### src/rtl/select_decode_logic_if.sv
// Bus bundle between the control unit / IR source and the register-select
// decoder. The master drives the select requests and the instruction word;
// the slave (the decoder) returns the register enables, the latched IR fields
// and the selection error status.
interface select_decode_logic_if;
   logic        ir_load;
   logic [31:0] ir_in;
   logic        gra;
   logic        grb;
   logic        grc;
   logic        r_in;
   logic        r_out;
   logic        ba_out;
   logic [15:0] reg_in;
   logic [15:0] reg_out;
   logic        ba_zero;
   logic [4:0]  opcode;
   logic [31:0] c_sign_extended;
   logic        sel_error;
   logic [7:0]  error_count;

   modport master (
      output ir_load, ir_in, gra, grb, grc, r_in, r_out, ba_out,
      input  reg_in, reg_out, ba_zero, opcode, c_sign_extended,
             sel_error, error_count
   );

   modport slave (
      input  ir_load, ir_in, gra, grb, grc, r_in, r_out, ba_out,
      output reg_in, reg_out, ba_zero, opcode, c_sign_extended,
             sel_error, error_count
   );
endinterface

### src/rtl/select_decode_logic.sv
// Register-select decoder: latches the instruction register, turns the
// control unit's Ra/Rb/Rc field requests into registered one-hot R0-R15
// write/read enables, exposes the sign-extended C constant, and keeps a
// sticky flag plus a saturating count of multi-field selections.
module select_decode_logic (
   input logic                  clock,
   input logic                  clear,
   select_decode_logic_if.slave bus
);

   // IR field register (stage 0) and registered enables (stage 1)
   logic [31:0] ir_p0;
   logic [15:0] reg_in_p1;
   logic [15:0] reg_out_p1;
   logic        ba_zero_p1;
   logic        sel_error_q;
   logic [7:0]  err_cnt_q;

   // Field decode from the IR contents held before the current edge
   logic        fld_vld;
   logic [3:0]  fld;
   logic [1:0]  nsel;
   logic        multi_sel;
   logic [15:0] fld_onehot;

   function automatic logic [15:0] onehot16(input logic [3:0] idx);
      logic [15:0] v;
      v      = '0;
      v[idx] = 1'b1;
      return v;
   endfunction

   function automatic logic [7:0] sat_inc8(input logic [7:0] v);
      return (v == 8'hFF) ? v : (v + 8'd1);
   endfunction

   function automatic logic signed [31:0] sext19(input logic [18:0] c);
      return {{13{c[18]}}, c};
   endfunction

   // Priority field select (gra > grb > grc) and multi-select detection
   always_comb begin
      fld_vld = 1'b0;
      fld     = 4'd0;
      if (bus.gra) begin
         fld_vld = 1'b1;
         fld     = ir_p0[26:23];
      end else if (bus.grb) begin
         fld_vld = 1'b1;
         fld     = ir_p0[22:19];
      end else if (bus.grc) begin
         fld_vld = 1'b1;
         fld     = ir_p0[18:15];
      end
      nsel       = {1'b0, bus.gra} + {1'b0, bus.grb} + {1'b0, bus.grc};
      multi_sel  = (nsel >= 2'd2);
      fld_onehot = onehot16(fld);
   end

   // ---- stage 0: instruction register capture ----
   // IR holds until a load; a request on the load edge still sees the old IR
   always_ff @(posedge clock or posedge clear) begin
      if (clear) begin
         ir_p0 <= '0;
      end else if (bus.ir_load) begin
         ir_p0 <= bus.ir_in;
      end
   end

   // ---- stage 1: registered enables, one-cycle pulses ----
   // Enables are rebuilt every edge, so an unrepeated request lasts one cycle
   always_ff @(posedge clock or posedge clear) begin
      if (clear) begin
         reg_in_p1  <= '0;
         reg_out_p1 <= '0;
         ba_zero_p1 <= 1'b0;
      end else begin
         reg_in_p1  <= (bus.r_in && fld_vld) ? fld_onehot : 16'd0;
         reg_out_p1 <= ((bus.r_out || bus.ba_out) && fld_vld) ? fld_onehot : 16'd0;
         ba_zero_p1 <= bus.ba_out && fld_vld && (fld == 4'd0);
      end
   end

   // Sticky error flag and saturating error counter for multi-field selects
   always_ff @(posedge clock or posedge clear) begin
      if (clear) begin
         sel_error_q <= 1'b0;
         err_cnt_q   <= '0;
      end else if (multi_sel) begin
         sel_error_q <= 1'b1;
         err_cnt_q   <= sat_inc8(err_cnt_q);
      end
   end

   assign bus.reg_in          = reg_in_p1;
   assign bus.reg_out         = reg_out_p1;
   assign bus.ba_zero         = ba_zero_p1;
   assign bus.opcode          = ir_p0[31:27];
   assign bus.c_sign_extended = sext19(ir_p0[18:0]);
   assign bus.sel_error       = sel_error_q;
   assign bus.error_count     = err_cnt_q;

endmodule
### src/flat_wrapper.sv
// flat-port wrapper written by rule: the top's interface ports become plain ports
module select_decode_logic_flat 
  (clock, clear, bus_ir_load, bus_ir_in, bus_gra, bus_grb, bus_grc, bus_r_in, bus_r_out, bus_ba_out, bus_reg_in, bus_reg_out, bus_ba_zero, bus_opcode, bus_c_sign_extended, bus_sel_error, bus_error_count);
  select_decode_logic_if bus_i ();
  input logic clock;
  input logic clear;
  input wire logic [$bits(bus_i.ir_load)-1:0] bus_ir_load;
  input wire logic [$bits(bus_i.ir_in)-1:0] bus_ir_in;
  input wire logic [$bits(bus_i.gra)-1:0] bus_gra;
  input wire logic [$bits(bus_i.grb)-1:0] bus_grb;
  input wire logic [$bits(bus_i.grc)-1:0] bus_grc;
  input wire logic [$bits(bus_i.r_in)-1:0] bus_r_in;
  input wire logic [$bits(bus_i.r_out)-1:0] bus_r_out;
  input wire logic [$bits(bus_i.ba_out)-1:0] bus_ba_out;
  output wire logic [$bits(bus_i.reg_in)-1:0] bus_reg_in;
  output wire logic [$bits(bus_i.reg_out)-1:0] bus_reg_out;
  output wire logic [$bits(bus_i.ba_zero)-1:0] bus_ba_zero;
  output wire logic [$bits(bus_i.opcode)-1:0] bus_opcode;
  output wire logic [$bits(bus_i.c_sign_extended)-1:0] bus_c_sign_extended;
  output wire logic [$bits(bus_i.sel_error)-1:0] bus_sel_error;
  output wire logic [$bits(bus_i.error_count)-1:0] bus_error_count;
  assign bus_i.ir_load = bus_ir_load;
  assign bus_i.ir_in = bus_ir_in;
  assign bus_i.gra = bus_gra;
  assign bus_i.grb = bus_grb;
  assign bus_i.grc = bus_grc;
  assign bus_i.r_in = bus_r_in;
  assign bus_i.r_out = bus_r_out;
  assign bus_i.ba_out = bus_ba_out;
  assign bus_reg_in = bus_i.reg_in;
  assign bus_reg_out = bus_i.reg_out;
  assign bus_ba_zero = bus_i.ba_zero;
  assign bus_opcode = bus_i.opcode;
  assign bus_c_sign_extended = bus_i.c_sign_extended;
  assign bus_sel_error = bus_i.sel_error;
  assign bus_error_count = bus_i.error_count;
  select_decode_logic u_core (.clock(clock), .clear(clear), .bus(bus_i));
endmodule
### config.mk
export PLATFORM = sky130hd
export DESIGN_NAME = select_decode_logic_flat
export DESIGN_NICKNAME = d
export VERILOG_FILES = /design/src/rtl/select_decode_logic_if.sv /design/src/rtl/select_decode_logic.sv /design/src/flat_wrapper.sv
export SDC_FILE = /design/constraint.sdc
export NUM_CORES = 1
export LEC_CHECK = 0
export CAP_MARGIN = 5
export CORE_MARGIN = 3
export CORE_UTILIZATION = 47
export CTS_BUF_LIST = sky130_fd_sc_hd__clkbuf_16
export DETAILED_ROUTE_END_ITERATION = 6
export PLACE_DENSITY_LB_ADDON = 0.08
export SYNTH_ARGS = -nofsm -noshare
export SYNTH_HDL_FRONTEND = slang
export SYNTH_SLANG_ARGS = --single-unit
export TNS_END_PERCENT = 30
### constraint.sdc
create_clock -name clock -period 4.5 [get_ports clock]
set_input_delay 0.675 -clock clock [delete_from_list [all_inputs] [get_ports clock]]
set_output_delay 0.675 -clock clock [all_outputs]
set_load 0.005 [all_outputs]
==> impl_results.md, run 1 <==
- RSZ-0062 raised after global routing: no
- Top cells by area, synth: dfrtp_1, mux2_2, buf_4
- Setup crit start kind: input port
- First-pass GRT wire length: 10300 um
- Initial Utilization: 0.502
- DP Wirelength: 4560 um
- Avg Vias per Cell: 4.99
- Final Cycle Share: 0.546
- Clock buffer depth: 2
- Critical path fanouts, max: 13
- Core Footprint: 0.00610 mm2
- FF+latch count, synth: 74
- GRT Total Usage: 0.178
- Top post-synthesis cells by count: dfrtp_1, buf_4, nor2_1
- DR WL/cell: 15.5 um
- Slew HR: 0.301
- FF/Latch Area: 0.00185 mm2
- Register area share after synthesis: 0.605
- Compound-Gate Fraction of Synth Area: 0.0384
- Final hold vios: 0
- Chip Width: 86.7 um
- Synth Area in Simple Gates: 0.110
- CTS Buf Count: 9
- Ports: 120
- Layout area overhead: 41.6%
- Largest net degree at the start of global routing: 52
- Row count: 28
- Vias in the first global route: 2078
- Hold WS: 0.478 ns
- Total nets after synthesis: 291
- Clock Tree Root: clkbuf_16
- Worst R2R Start: u_core.bus.error_count[0]
- Max IR drop VDD: 279 uV
- Largest family of logic cells by synthesized area: multiplexers
- DR vias: 2071
- CTS tree: yes
- Tmin final: 2.46 ns
- # setup viols final: 0
- Post-synth top flop: dfrtp_1
- Hold Crit Class: flop to flop
- Clock Skews: 0.00503 ns
- Maxcap violations: 0
- Diode count: 0
- Post-synth EDFFs: 0
- Grt ovf: 0
- Slew Viols, Final: 0
- Async SR Flop Fraction: 1.00
- Synth warnings: 0
- Setup TNS: 0 ns
- Nets: 379
- Most common cell in the netlist: dfrtp_1
- Arrival time worst endpoint: 2.66 ns
- Cell taking the most area after synthesis: dfrtp_1
- Worst-margin pin slew: 1.05 ns
- DR DRC count: 0
- Initial DRC Count: 61
- Die area: 0.00752 mm2
- Post-Syn Instances: 248
- CTS clk-pin slew, worst paths: 0.05 ns
- # port buffers: 119
- Share of layout cells above drive strength 1: 0.150
- Area share of the largest cell type after synthesis: 0.605
- Fmax: 0.407 GHz
- FF-to-FF setup slack: 2.71 ns
- Status: finished, final reports clean
- XOR/XNOR share of the synthesized area: 0.0143
- Hold Crit Start: u_core.bus.sel_error
- Fill count: 446
- CTS Hold Bufs: 0
- Mux cell area share after synthesis: 0.118
- Post-synth cell types: 28
- Capture point of the worst reg-to-reg path: u_core.bus.error_count[1]
- Power Density: 416 mW/mm2
- Pre-CTS WS: 1.71 ns
- Reg2reg path depth: 4
- CTS H-tree lvls: 3
- Area taken by multi-input logic gates: 883 um2
- Clock Latency Late Sink: 0.32 ns
- Clk sinks: 74
- Mean Syn Cell Area: 12.3 um2
- GP Congestion: 0.767
- Leakage power: 1.86 nW
- Worst setup endpoint: u_core.bus.error_count[1]
- Crit. End Element: flop
- Setup Fix Bufs, Post-CTS: 0
- Drt total wl: 6430 um
- Adder-Cell Fraction of Synth Area: 0.00817
- CP required: 4.70 ns
- Final cell count without fillers: 415
- Hold path cells: 1
- Initial antenna violation count: 0
- Chip height: 86.7 um
- Mapped cell area: 0.00306 mm2
- Post-DRT Antenna Nets: 0
- Crit path launch: bus_gra
- Placed cells: 400
- Fin worst setup slack: 2.04 ns
- Post-CTS sizing: 0
- Kind of critical path: input port to flop
- Final core occ: 0.711
- Pre-antenna DRT Iters: 4
-- cells by family (layout without fill, tap and decap cells) --
kind of cell / count (synthesis) / after routing
buffers and inverters: 48 / 140
adder cells (fa/ha/maj): 2 / 2
flip-flops: 74 / 74
AND/OR/NAND/NOR: 71 / 71
multiplexers: 32 / 32
AO/OA/AOI/OAI: 16 / 16
XOR/XNOR: 5 / 5
-- where the power goes --
part           switching (mW)  leakage, nW  internal (mW)
registers              0.0593        0.941          0.732
logic                   0.124        0.784          0.215
clock network           0.253        0.135          0.421
total                   0.436         1.86           1.37
-- state kept, by name, indices dropped and copies added, names as in the netlist --
name,count
u_core.ir_p0,32
u_core.bus.reg_in,16
u_core.bus.reg_out,16
u_core.bus.error_count,8
u_core.bus.ba_zero,1
u_core.bus.sel_error,1
-- layout make-up --
class,instances,share of cell area
sequential,74,0.427
timing repair buffer,121,0.278
multi-input combinational,126,0.204
clock buffer,9,0.0520
tap,75,0.0217
clock inverter,6,0.0136
inverter,4,0.00346
-- through the flow --
step,power (mW),cell area [um2]
after floorplan,0.974,3060
after global placement,1.13,4050
after detailed placement,1.14,4050
after CTS,1.82,4330
after global routing,1.89,4330
final,1.80,4330
-- how the worst min path moves through the flow --
stage,endpoint,slack [ns]
after CTS,u_core.bus.sel_error,0.48
final,u_core.bus.sel_error,0.48
after floorplan,u_core.bus.sel_error,0.46
after global routing,u_core.bus.sel_error,0.50
after detailed placement,u_core.bus.sel_error,0.46
after global placement,u_core.bus.sel_error,0.47
-- cell usage in the layout (no fill, tap or decap), types with 5 or more instances in the layout --
master             n
clkbuf_16          9
nand2_1            9
mux2_2            32
nor2_1            35
a21oi_1            5
clkdlybuf4s50_1  119
nand3_1           11
dfrtp_1           74
-- worst max-delay path, stage by stage --
cell	delay [ns]
clkdlybuf4s50_1	0.65
ha_1	0.40
a21oi_1	0.10
a21oi_1	0.43
mux2_2	0.39
-- routing by layer --
layer	track usage	vias up	wire length [um]
met3	0.0352	10	454
met5	0	-	0
met4	0.0680	0	91
met1	0.248	1009	2790
li1	-	968	-
met2	0.277	84	3090
(Power assumes the default switching activity.)
==> run 2, diff against run 1 <==
- CORE_UTILIZATION: 47 -> 39
- clock period: 4.5 -> 2 ns (I/O delays scaled with it)
==> run 2 against run 1 <==
  * Power is 130% higher
  * Worst setup slack worse by 1.9 ns
  * Clock skew is 0.00089 ns higher
  * Highest routed layer unchanged
  * Critical path type is now flop to output port
  * Sequential cell count stayed put
  * Critical endpoint is now bus_c_sign_extended[25]
==> impl_results.md, run 2 (synthesis results as in run 1) <==
- Setup crit start kind: flop
- Nets: 386
- Largest Register: u_core.ir_p0
- DR DRC count: 0
- Avg Vias per Cell: 4.56
- Final hold vios: 0
- Pre-antenna DRT Iters: 4
- Chip height: 94.6 um
- CTS Buf Count: 9
- Hold Crit Class: input port to async pin
- Share of layout cells above drive strength 1: 0.172
- Layout area overhead: 45.6%
- Slowest cell on the critical path: dfrtp_1
- Ports: 120
- Drt total wl: 6490 um
- Die area: 0.00895 mm2
- Grt ovf: 0
- Commonest non-fill, non-tap cells in the layout: clkdlybuf4s50_1, dfrtp_1, nor2_1, mux2_2, nand3_1
- Pre-CTS WS: 0.0237 ns
- CP required: 1.70 ns
- Initial antenna violation count: 0
- Clock Skews: 0.00592 ns
- Slew Viols, Final: 0
- Placed cells: 431
- Tot Pwr: 4.18 mW
- Buf/Inv on CP: 1
- Critical path fanouts, max: 16
- Clock buffer depth: 2
- Vias in the first global route: 2120
- RSZ-0062 raised after global routing: no
- Initial Utilization: 0.411
- GP Congestion: 0.712
- DR WL/cell: 14.5 um
- Power Density: 937 mW/mm2
- Worst-margin pin slew: 0.428 ns
- Post-DRT Antenna Nets: 0
- Maxcap violations: 0
- Post-CTS sizing: 0
- Leakage power: 1.91 nW
- GRT Total Usage: 0.157
- Max IR drop VDD: 656 uV
- Kind of critical path: flop to output port
- CP cell instances: clkdlybuf4s50_1
- Setup Fix Bufs, Post-CTS: 0
- Largest net degree at the start of global routing: 36
- Status: finished, final reports clean
- CP top delay family: flip-flops
- CTS tree: yes
- DR vias: 2040
- CTS clk-pin slew, worst paths: 0.06 ns
- Final core occ: 0.599
- # port buffers: 119
- Clock Latency Late Sink: 0.33 ns
- CTS Hold Bufs: 0
- Met2 usage: 0.243
- Tmin final: 1.83 ns
- Busiest grt layer: met2
- Critical Path Max Stage Delay: 0.60 ns
- Chip Width: 94.6 um
- Fmax: 0.548 GHz
- Clk sinks: 74
- Final cell count without fillers: 447
- Met3 Use GR: 0.0606
- Core Footprint: 0.00745 mm2
- Crit. End Element: output port
- Met1 Track Usage GR: 0.201
- Max reg flops: 32
- # setup viols final: 0
- Clock Tree Root: clkbuf_16
- Row count: 31
- Setup TNS: 0 ns
- Slew HR: 0.714
- First-pass GRT wire length: 10700 um
- Most common cell after layout, fill and taps aside: clkdlybuf4s50_1
- Diode count: 0
- Final Cycle Share: 0.913
- Initial DRC Count: 84
- DP Wirelength: 4840 um
- Arrival time worst endpoint: 1.53 ns
- CTS H-tree lvls: 3
- Fin worst setup slack: 0.174 ns
run 2: cell types whose count changed in the layout (fill, tap and decap cells not counted), sizes merged:
| cell | before | now |
|---|---|---|
| clkinvlp | 2 | 3 |
| clkinv | 3 | 1 |
| buf | 2 | 9 |
| inv | 4 | 6 |
run 2: final timing paths:
| check | depth (start not counted) | to | start | slack (ns) |
|---|---|---|---|---|
| max reg2reg | 5 | u_core.bus.error_count[1] | u_core.bus.error_count[0] | 0.40 |
| min reg2reg | 1 | u_core.bus.sel_error | u_core.bus.sel_error | 0.47 |
| min | 2 | u_core.bus.reg_in[8] | clear | 0.33 |
| min in group clock | 1 | u_core.bus.sel_error | u_core.bus.sel_error | 0.47 |
| max | 1 | bus_c_sign_extended[25] | u_core.ir_p0[18] | 0.17 |
| max in group asynchronous | 3 | u_core.ir_p0[24] | clear | 1.06 |
run 2: power breakdown:
group          switching, mW  leakage [nW]  total (mW)  internal [mW]
Combinational          0.275         0.819       0.772          0.497
Clock                  0.647         0.146        1.64          0.989
Sequential             0.125         0.941        1.77           1.65
run 2: final cells by class:
type	count	area, um2
Tap cell	99	124
Multi-Input combinational cell	126	883
Timing Repair Buffer	128	1270
Sequential cell	74	1850
Inverter	4	18.8
Fill cell	640	2990
Clock inverter	7	85.1
Clock buffer	9	225
run 2: metal layers:
metal / part of all wire / routed length, um
met5: 0 / 0
met4: 0.012 / 81
met3: 0.081 / 527
met2: 0.47 / 3050
met1: 0.44 / 2830
run 2: stage by stage:
step | hold WS (ns) | area (um2)
3_3_place_gp | 0.465 | 4150
5_1_grt | 0.369 | 4460
4_1_cts | 0.337 | 4460
2_1_floorplan | 0.420 | 3070
6_report | 0.335 | 4460
3_5_place_dp | 0.455 | 4150
